`src/rtl/j_mx_cell_skip_lanes.sv`:
```
// rtl/j_mx_cell_skip_lanes.sv - bit-serial MX cell with round-robin accumulator lanes and input skipping
module j_mx_cell_skip_lanes #(
  parameter int LANES                 = 4,
  parameter int DATA_WIDTH            = 2,
  parameter int W_BITS                = 8,
  parameter int A_BITS                = 8,
  parameter int ACC_W                 = 16,
  parameter int CNT_W                 = 8,
  parameter int DEFAULT_SHARED_WEIGHT = 1,
  parameter int SEL_W                 = (DATA_WIDTH > 1) ? $clog2(DATA_WIDTH) : 1
) (
  input  logic                     clk,
  input  logic                     reset_n,
  input  logic [DATA_WIDTH-1:0]    dataflow_in,
  input  logic [SEL_W-1:0]         dataflow_select,
  input  logic [DATA_WIDTH-1:0]    zero_inputs_in,
  input  logic                     start_i,
  input  logic                     update_w_i,
  input  logic [LANES*ACC_W-1:0]   psum_in,
  output logic [LANES*ACC_W-1:0]   result_o,
  output logic [LANES-1:0]         result_valid_o,
  output logic                     busy_o,
  output logic [CNT_W-1:0]         skip_cnt_o,
  output logic [DATA_WIDTH-1:0]    dataflow_out,
  output logic [DATA_WIDTH-1:0]    zero_inputs_out,
  output logic                     start_o,
  output logic                     update_w_o
);

  localparam int PTR_W = (LANES > 1) ? $clog2(LANES) : 1;
  localparam int K_W   = (A_BITS > 1) ? $clog2(A_BITS) : 1;
  localparam logic [PTR_W-1:0] LAST_LANE = PTR_W'(LANES - 1);
  localparam logic [K_W-1:0]   LAST_BIT  = K_W'(A_BITS - 1);
  localparam logic [CNT_W-1:0] CNT_MAX   = {CNT_W{1'b1}};

  // At most one lane is open at a time, and it is always the lane at ptr_q.
  typedef enum logic {
    ST_IDLE = 1'b0,
    ST_OPEN = 1'b1
  } state_t;

  state_t             state_q, state_d;
  logic [PTR_W-1:0]   ptr_q, ptr_d, ptr_next;
  logic [K_W-1:0]     k_q, k_d;
  logic [W_BITS-1:0]  shared_w;
  logic [ACC_W-1:0]   w_ext;
  logic [ACC_W-1:0]   acc_q [LANES];
  logic [LANES-1:0]   skip_q;
  logic [LANES-1:0]   ld;
  logic [LANES-1:0]   acc_en;
  logic               bit_in;
  logic               zf_in;
  logic               skip_new;
  logic               open_new;
  logic               close_cur;
  logic               running;

  assign bit_in   = dataflow_in[dataflow_select];
  assign zf_in    = zero_inputs_in[dataflow_select];
  assign skip_new = zf_in | (shared_w == '0);
  assign w_ext    = ACC_W'(shared_w);
  assign ptr_next = (ptr_q == LAST_LANE) ? '0 : ptr_q + 1'b1;
  assign running  = (state_q == ST_OPEN) & ~update_w_i & ~start_i;
  assign busy_o   = (state_q == ST_OPEN);

  // Lane state, lane pointer and bit index registers.
  always_ff @(posedge clk or negedge reset_n) begin
    if (!reset_n) begin
      state_q <= ST_IDLE;
      ptr_q   <= LAST_LANE;
      k_q     <= '0;
    end else begin
      state_q <= state_d;
      ptr_q   <= ptr_d;
      k_q     <= k_d;
    end
  end

  // Open/close decisions; a weight update overrides a start in the same cycle.
  always_comb begin
    state_d   = state_q;
    ptr_d     = ptr_q;
    k_d       = k_q;
    open_new  = 1'b0;
    close_cur = 1'b0;
    case (state_q)
      ST_IDLE: begin
        if (update_w_i) begin
          ptr_d = LAST_LANE;
        end else if (start_i) begin
          open_new = 1'b1;
          state_d  = ST_OPEN;
          ptr_d    = ptr_next;
          k_d      = K_W'(1);
        end
      end
      ST_OPEN: begin
        if (update_w_i) begin
          close_cur = 1'b1;
          state_d   = ST_IDLE;
          ptr_d     = LAST_LANE;
          k_d       = '0;
        end else if (start_i) begin
          close_cur = 1'b1;
          open_new  = 1'b1;
          ptr_d     = ptr_next;
          k_d       = K_W'(1);
        end else if (k_q == LAST_BIT) begin
          close_cur = 1'b1;
          state_d   = ST_IDLE;
          k_d       = '0;
        end else begin
          k_d = k_q + 1'b1;
        end
      end
      default: state_d = ST_IDLE;
    endcase
  end

  // Per-lane load strobe (psum capture) and accumulate enable; skipped lanes never enable.
  always_comb begin
    ld     = '0;
    acc_en = '0;
    for (int l = 0; l < LANES; l++) begin
      ld[l]     = open_new & (ptr_next == PTR_W'(l));
      acc_en[l] = (ld[l] & ~skip_new) |
                  (running & (ptr_q == PTR_W'(l)) & ~skip_q[l]);
    end
  end

  // Accumulators: load psum plus bit 0 on open, then add shifted weight per set bit.
  always_ff @(posedge clk or negedge reset_n) begin
    if (!reset_n) begin
      for (int l = 0; l < LANES; l++) acc_q[l] <= '0;
    end else begin
      for (int l = 0; l < LANES; l++) begin
        if (ld[l]) begin
          acc_q[l] <= psum_in[l*ACC_W +: ACC_W] + ((bit_in & ~skip_new) ? w_ext : '0);
        end else if (acc_en[l]) begin
          acc_q[l] <= acc_q[l] + (bit_in ? (w_ext << k_q) : '0);
        end
      end
    end
  end

  // Skip flag is captured when a lane opens and held for the whole operation.
  always_ff @(posedge clk or negedge reset_n) begin
    if (!reset_n) begin
      skip_q <= '0;
    end else begin
      for (int l = 0; l < LANES; l++) begin
        if (ld[l]) skip_q[l] <= skip_new;
      end
    end
  end

  // One-cycle valid pulse for the lane that closed, plus the saturating skip counter.
  always_ff @(posedge clk or negedge reset_n) begin
    if (!reset_n) begin
      result_valid_o <= '0;
      skip_cnt_o     <= '0;
    end else begin
      result_valid_o <= close_cur ? (LANES'(1) << ptr_q) : '0;
      if (open_new && skip_new && (skip_cnt_o != CNT_MAX)) begin
        skip_cnt_o <= skip_cnt_o + 1'b1;
      end
    end
  end

  // Shared weight shifts in from the top; the displaced low chunk goes downstream.
  always_ff @(posedge clk or negedge reset_n) begin
    if (!reset_n) begin
      shared_w <= W_BITS'(DEFAULT_SHARED_WEIGHT);
    end else if (update_w_i) begin
      shared_w <= {dataflow_in, shared_w[W_BITS-1:DATA_WIDTH]};
    end
  end

  // One-cycle forwarding to the next cell; during a weight load only the weight chain moves.
  always_ff @(posedge clk or negedge reset_n) begin
    if (!reset_n) begin
      dataflow_out    <= '0;
      zero_inputs_out <= '0;
      start_o         <= 1'b0;
      update_w_o      <= 1'b0;
    end else begin
      dataflow_out    <= update_w_i ? shared_w[DATA_WIDTH-1:0] : dataflow_in;
      zero_inputs_out <= update_w_i ? '0 : zero_inputs_in;
      start_o         <= start_i & ~update_w_i;
      update_w_o      <= update_w_i;
    end
  end

  for (genvar g = 0; g < LANES; g++) begin : g_result
    assign result_o[g*ACC_W +: ACC_W] = acc_q[g];
  end

endmodule

```
`config.mk`:
```
export PLATFORM = sky130hd
export DESIGN_NAME = j_mx_cell_skip_lanes
export DESIGN_NICKNAME = d
export VERILOG_FILES = /design/src/rtl/j_mx_cell_skip_lanes.sv
export SDC_FILE = /design/constraint.sdc
export NUM_CORES = 1
export LEC_CHECK = 0
export ABC_AREA = 1
export BUFFER_PORTS_ARGS = -buffer_cell sky130_fd_sc_hd__buf_2
export CAP_MARGIN = 20
export CORE_ASPECT_RATIO = 0.9
export CORE_UTILIZATION = 45
export DETAILED_ROUTE_END_ITERATION = 10
export MAX_ROUTING_LAYER = met4
export PLACE_DENSITY_LB_ADDON = 0.1
export SKIP_LAST_GASP = 1
export SYNTH_ARGS = -nofsm -noshare
export SYNTH_HDL_FRONTEND = slang
export SYNTH_SLANG_ARGS = --single-unit
```
`constraint.sdc`:
```
create_clock -name clk -period 6.1 [get_ports clk]
set_input_delay 0.915 -clock clk [delete_from_list [all_inputs] [get_ports clk]]
set_output_delay 0.915 -clock clk [all_outputs]
set_load 0.01 [all_outputs]
```
### Yosys cells after proc, flatten, opt, wreduce, memory -nomap -nowiden

Index checks and enable logic that the tools add are counted.

* register bits after elaboration: 100
* input port bits: 73
* output and inout port bits: 83
* word-level logic and storage cells: 122

* $add $sub $neg: 11
* order comparisons: 1
* equality and inequality tests: 10
* shifts and indexed selects: 2
* mux-type cells: 36
* bitwise logic cells: 33
* reduce and logical (&&, ||, !) cells: 11

Operators by type and width (count)
* $mux W16: 9
* $add A16 B16 Y16: 7
* $and A1 B1 Y1: 20
* $add A16 B8 Y16: 1
* $shl A8 B3 Y16: 1
* $mux W3: 5
* $mux W1: 13
* $mux W2: 5
* $reduce_bool A2 Y1: 5
* $add A8 B1 Y8 const B: 1
* $eq A2 B2 Y1 const B: 4
* $logic_not A8 Y1: 1
* $mux W8: 1
* $ne A8 B8 Y1 const B: 1
* $not A1 Y1: 8
* $pmux W3 S2: 1
* $or A1 B1 Y1: 5
* $eq A2 B1 Y1 const B: 2
* $logic_not A2 Y1: 2
* $mux W4: 1
* $ne A2 B2 Y1 const B: 2
* $shl A1 B2 Y4 const A: 1
* $add A3 B1 Y3 const B: 1
* $eq A3 B3 Y1 const B: 1
* 5 further kinds: 6

### Longest topological paths before layout

* word-level depth: 8
* mapped depth: 22
* gate-level depth less buffers: 21

### Least setup slack after synthesis

No wires, ideal clock.

* path kind: input to register
* from: in dataflow_in[0]
* to: reg acc_q (netlist bit result_o[28])
* setup time: 77 ps
* data arrival time: 3629 ps
* required time: 6023 ps
* slack: 2394 ps
* stages on the path: 22
* buffers on the path: 1
* path through: inv_1 o21ai_2 inv_2 nor2_1 inv_1 clkbuf_1 nor2_1 ha_1 inv_1 fa_1 inv_1 nand2_1 nand2_1 a21oi_1 o21bai_1 nand2_1 nand3_1 nand2_1 o21ai_0 xor2_1 o21ai_0 a21oi_1

* cells in the longest elaborated chain, start to end: 6
* elaborated cells on any way between the ends: 9
* those cells by class: add/sub: 2; mux: 6; bitwise: 1

RTL lines
* start: declaration: RTL line 14 `input logic [DATA_WIDTH-1:0] dataflow_in,`
* $mux W1 (implied by the code) (*) (2 in a row): RTL line 58 `assign bit_in = dataflow_in[dataflow_select];`
* $mux W16 / $and A1 B1 Y1 (equally long branches): RTL line 140, 138
* $add A16 B16 Y16 / $mux W8 (equally long branches): RTL line 140, 138
* $mux W16 / $add A16 B16 Y16 (equally long branches): RTL line 139, 138
* $mux W16 (*): RTL line 137 `if (ld[l]) begin`
* end signal: indexed assignment: RTL line 138 `acc_q[l] <= psum_in[l*ACC_W +: ACC_W] + ((bit_in & ~skip_new) ? w_ext : '0);`
* end signal: indexed assignment: RTL line 140 `acc_q[l] <= acc_q[l] + (bit_in ? (w_ext << k_q) : '0);`
* end: declaration: RTL line 47 `logic [ACC_W-1:0] acc_q [LANES];`

Mark *: on every way between the ends. The rest lies on a longest branch, timed or not. The select of a mux whose other input is x is not followed.
A chain may end at the register's enable or synchronous reset.

### Worst setup path in the final report

* from: in dataflow_select
* to: reg acc_q (netlist bit result_o[42])

* cells in the longest elaborated chain, start to end: 8
* elaborated cells on any way between the ends: 16
* those cells by class: add/sub: 2; mux: 8; bitwise: 5; reduce/logical: 1

RTL lines
* start: declaration: RTL line 15 `input logic [SEL_W-1:0] dataflow_select,`
* $mux W1 (implied by the code) (2 in a row): RTL line 59 `assign zf_in = zero_inputs_in[dataflow_select];`
* $or A1 B1 Y1: RTL line 60 `assign skip_new = zf_in | (shared_w == '0);`
* $not A1 Y1: RTL line 126, 138
* $and A1 B1 Y1: RTL line 138
* $mux W8: RTL line 138
* $add A16 B16 Y16: RTL line 138
* $mux W16: RTL line 137

Parallel ways exist; a longest one is shown, timed or not. The select of a mux whose other input is x is not followed.

==> flow_metrics.tcl <==
set metrics [dict create \
    die_h_um 145 \
    grtUsageTotal_pct 29.5 \
    fin_crit_sh_pct 71.2 \
    grt_max_degree 57 \
    synthTopCellsByArea "dfrtp_1, nand2_1, ha_1" \
    place_congestion 0.952 \
    drtIter0Drc 839 \
    drtPass1Iterations 8 \
    core_area_um2 22400 \
    cp_common_cell "nand2_1" \
    postCtsHoldBufs 0 \
    status "finished, violations left" \
    maxSlewViolCount 0 \
    hp-class "flip-flop to flip-flop" \
    postCtsSetupRepairBufs 0 \
    synth-simple-area-share_pct 35.2 \
    slew_headroom_pct 22.9 \
    finalClockSkew_ns 0.0155 \
    wl_um 33200 \
    port_buffers 155 \
    cts_made_buffers 9 \
    drv_cap 0 \
    async_flop_share_pct 100 \
    rsz0062_at_grt "false" \
    post-route-min-period_ns 4.35 \
    fillCellCount 2375 \
    tightest_slew_ns 1.15 \
    cp-start-kind "input pin" \
    clk_root_buffer_cell "clkbuf_16" \
    finalSetupTns_ns 0 \
    vias 11000 \
    antenna_found_initial 0 \
    drc_errors 2 \
    critPathCapture "result_o[42]" \
    crit_chain "buf_2 > o21ai_2 > inv_2 > nor2_1 > inv_1 > nor2_1 > inv_1 > fa_1 > inv_1 > nand2_1 > nand2_1 > a21oi_1 > o21bai_1 > nand2_1 > nand3_1 > nand2_1 > or2_2 > nand3_1 > nand2_1 > a21oi_1" \
    worstSkewPairLatency_ns 0.37 \
    dieArea_um2 23400 \
    violations "DRC" \
    syn_inst 1605 \
    yosysTopAreaCell "dfrtp_1" \
    synth_top_flop_cell "dfrtp_1" \
    drive_above_1_share_pct 14.3 \
    syn_nets 1768 \
    p_per_area_nw_per_um2 318 \
    clkSinkCount 100 \
    hpwl_um 26000 \
    cts_resized 0 \
    synth_xor_area_share_pct 2.05 \
    mostFrequentLayoutCells "nand2_1, inv_1, nor2_1" \
    irDropWorstVdd_uv 160 \
    synthMuxAreaShare_pct 0.305 \
    final_common_cell "nand2_1" \
    synth.top_cell.area_share_pct 23.6 \
    start_util_pct 45.7 \
    diodes 0 \
    cp_max_fo 11 \
    synth_edf_count 0 \
    num_rows 52 \
    vias_per_cell 5.38 \
    area_delta_synth_final_pct 13.1 \
    critPathKind "input pin to flip-flop" \
    design_area_um2 11600 \
    synth_compound_area_share_pct 17.4 \
    regToRegStartpoint "shared_w[3]" \
    startpoint "dataflow_select" \
    synth_area_um2 10300 \
    dieWidth_um 161 \
    power.total_mw 3.69 \
    setup_violations 0 \
    synthDistinctLibCells 58 \
    r2r-end "result_o[55]" \
    ys_warn_count 0 \
    yosysSeqAreaShare_pct 24.4 \
    cts_buffer_depth 2 \
    p_leak_nw 6.35 \
    end_kind "flip-flop" \
    final_hold_viol_count 0 \
    placed_cell_area_um2 11300 \
    syn-mean-instance-area_um2 6.40 \
    grt_pass1_wl_um 52700 \
    cp_num_cells 20 \
    grt_pass1_vias 10100 \
    htree_levels 3 \
    tritoncts "done" \
    synth-seq-cells 100 \
    fmax_mhz 230 \
    synth_top_family_by_area "simple AND/OR/NAND/NOR gates" \
    critPathSlowestCell "nor2_1" \
    nets 1908 \
    grt-ovfl-total 0 \
    route.detailed.wl_per_inst_um 16.2 \
    synthAdderAreaFrac_pct 11.3 \
    clk_pin_slew_ns 0.08 \
    reg2reg_depth 15 \
    ant_nets 0 \
    io_pins 156 \
    critPathRequiredTime_ns 6.37 \
    rrSetupSlack_ns 1.99 \
    cp.arrival_ns 4.62 \
    cp_slowest_stage_delay_ns 0.49 \
    critPathBufInv 5 \
    cp_top_family "simple AND/OR/NAND/NOR gates" \
]
## through the flow
| stage | util [%] | setup slack [ns] | hold slack [ns] | instances |
|---|---|---|---|---|
| detailed placement | 50.3 | 1.46 | 0.480 | 2031 |
| floorplan | - | 2.39 | 0.454 | 1605 |
| finish | 51.8 | 1.75 | 0.496 | 2047 |
| global placement | 50.3 | 1.47 | 0.471 | 2031 |
| global route | 51.8 | 1.46 | 0.519 | 2047 |
| CTS | 51.8 | 1.83 | 0.499 | 2047 |
## routing by layer
layer	routed length (um)	vias up	track usage [%]
li1	-	5605	-
met5	0	-	-
met1	15700	5036	39.9
met4	982	0	9.91
met3	1740	59	3.23
met2	14800	316	45.7
## where the power goes
group          leakage [nW]  internal (mW)  switching (mW)
Combinational          5.02          0.737            1.14
Sequential             1.18          0.899           0.282
Clock                 0.156          0.302           0.335
Total                  6.35           1.94            1.76
## worst register-to-register path, cell delays in order, from the launching register on
cell and delay (ns):
dfrtp_1 0.71, nor2_1 0.10, nand2_1 0.10, nor2_1 0.05, nor2_2 0.60, nand2_1 0.21
nor2_1 0.80, ha_1 0.44, inv_1 0.12, o21bai_1 0.10, a21oi_1 0.15, nand2_1 0.16
a21oi_1 0.15, o21ai_0 0.14, nand3_1 0.11, nand2_1 0.07
## kinds of logic after synthesis
group	count (synthesis)
simple gates	824
compound gates	318
buf+inv	246
flops	100
fa+ha+maj	90
xor+xnor	24
mux	3
## flip-flops by register name (all words and copies together), names as in the netlist
register / flops
busy_o: 1
dataflow_out: 2
k_q: 3
ptr_q: 2
result_o: 64
result_valid_o: 4
shared_w: 8
skip_cnt_o: 8
skip_q: 4
start_o: 1
update_w_o: 1
zero_inputs_out: 2
## final cells by class
class | count | area [um2] | area share, %
multi-input combinational | 1259 | 6800 | 58.5
timing repair buffer | 159 | 808 | 6.96
clock buffer | 9 | 225 | 1.94
inverter | 216 | 811 | 6.98
sequential | 100 | 2510 | 21.6
tap | 297 | 372 | 3.20
clock inverter | 7 | 96.3 | 0.829
## synthesized netlist by cell type (2+ instances only)
cell and count:
nand2_1 424, inv_1 203, nor2_1 158, a21oi_1 142, nand3_1 137, dfrtp_1 97, o21ai_0 95, ha_1 86
or2_2 23, nor3_1 22, xor2_1 18, a31oi_1 15, clkbuf_1 14, nand2_2 13, nand4_1 13, o22ai_1 13
buf_2 10, inv_2 10, o21bai_1 10, nand3_2 8, a21o_1 6, and2_1 6, o211ai_1 6, xnor2_1 6
buf_4 5, nand3b_1 5, o31ai_1 5, fa_1 4, nor2_2 4, clkinv_1 3, dfstp_2 3, nand4_4 3
o21ai_1 3, o21ai_2 3, a21boi_0 2, a32o_1 2, a32oi_1 2, mux2i_1 2, nor3_2 2, o21a_1 2
o221ai_1 2, o2bb2ai_1 2
## worst min path at each step
stage	slack [ns]	from	depth (start not counted)	end
CTS	0.50	skip_q[3]	2	skip_q[3]
global placement	0.47	skip_q[3]	2	skip_q[3]
finish	0.50	skip_q[3]	2	skip_q[3]
floorplan	0.45	skip_q[1]	2	skip_q[1]
global route	0.52	skip_cnt_o[7]	1	skip_cnt_o[7]
detailed placement	0.48	skip_q[3]	2	skip_q[3]
Power figures use the tool's default switching activity.
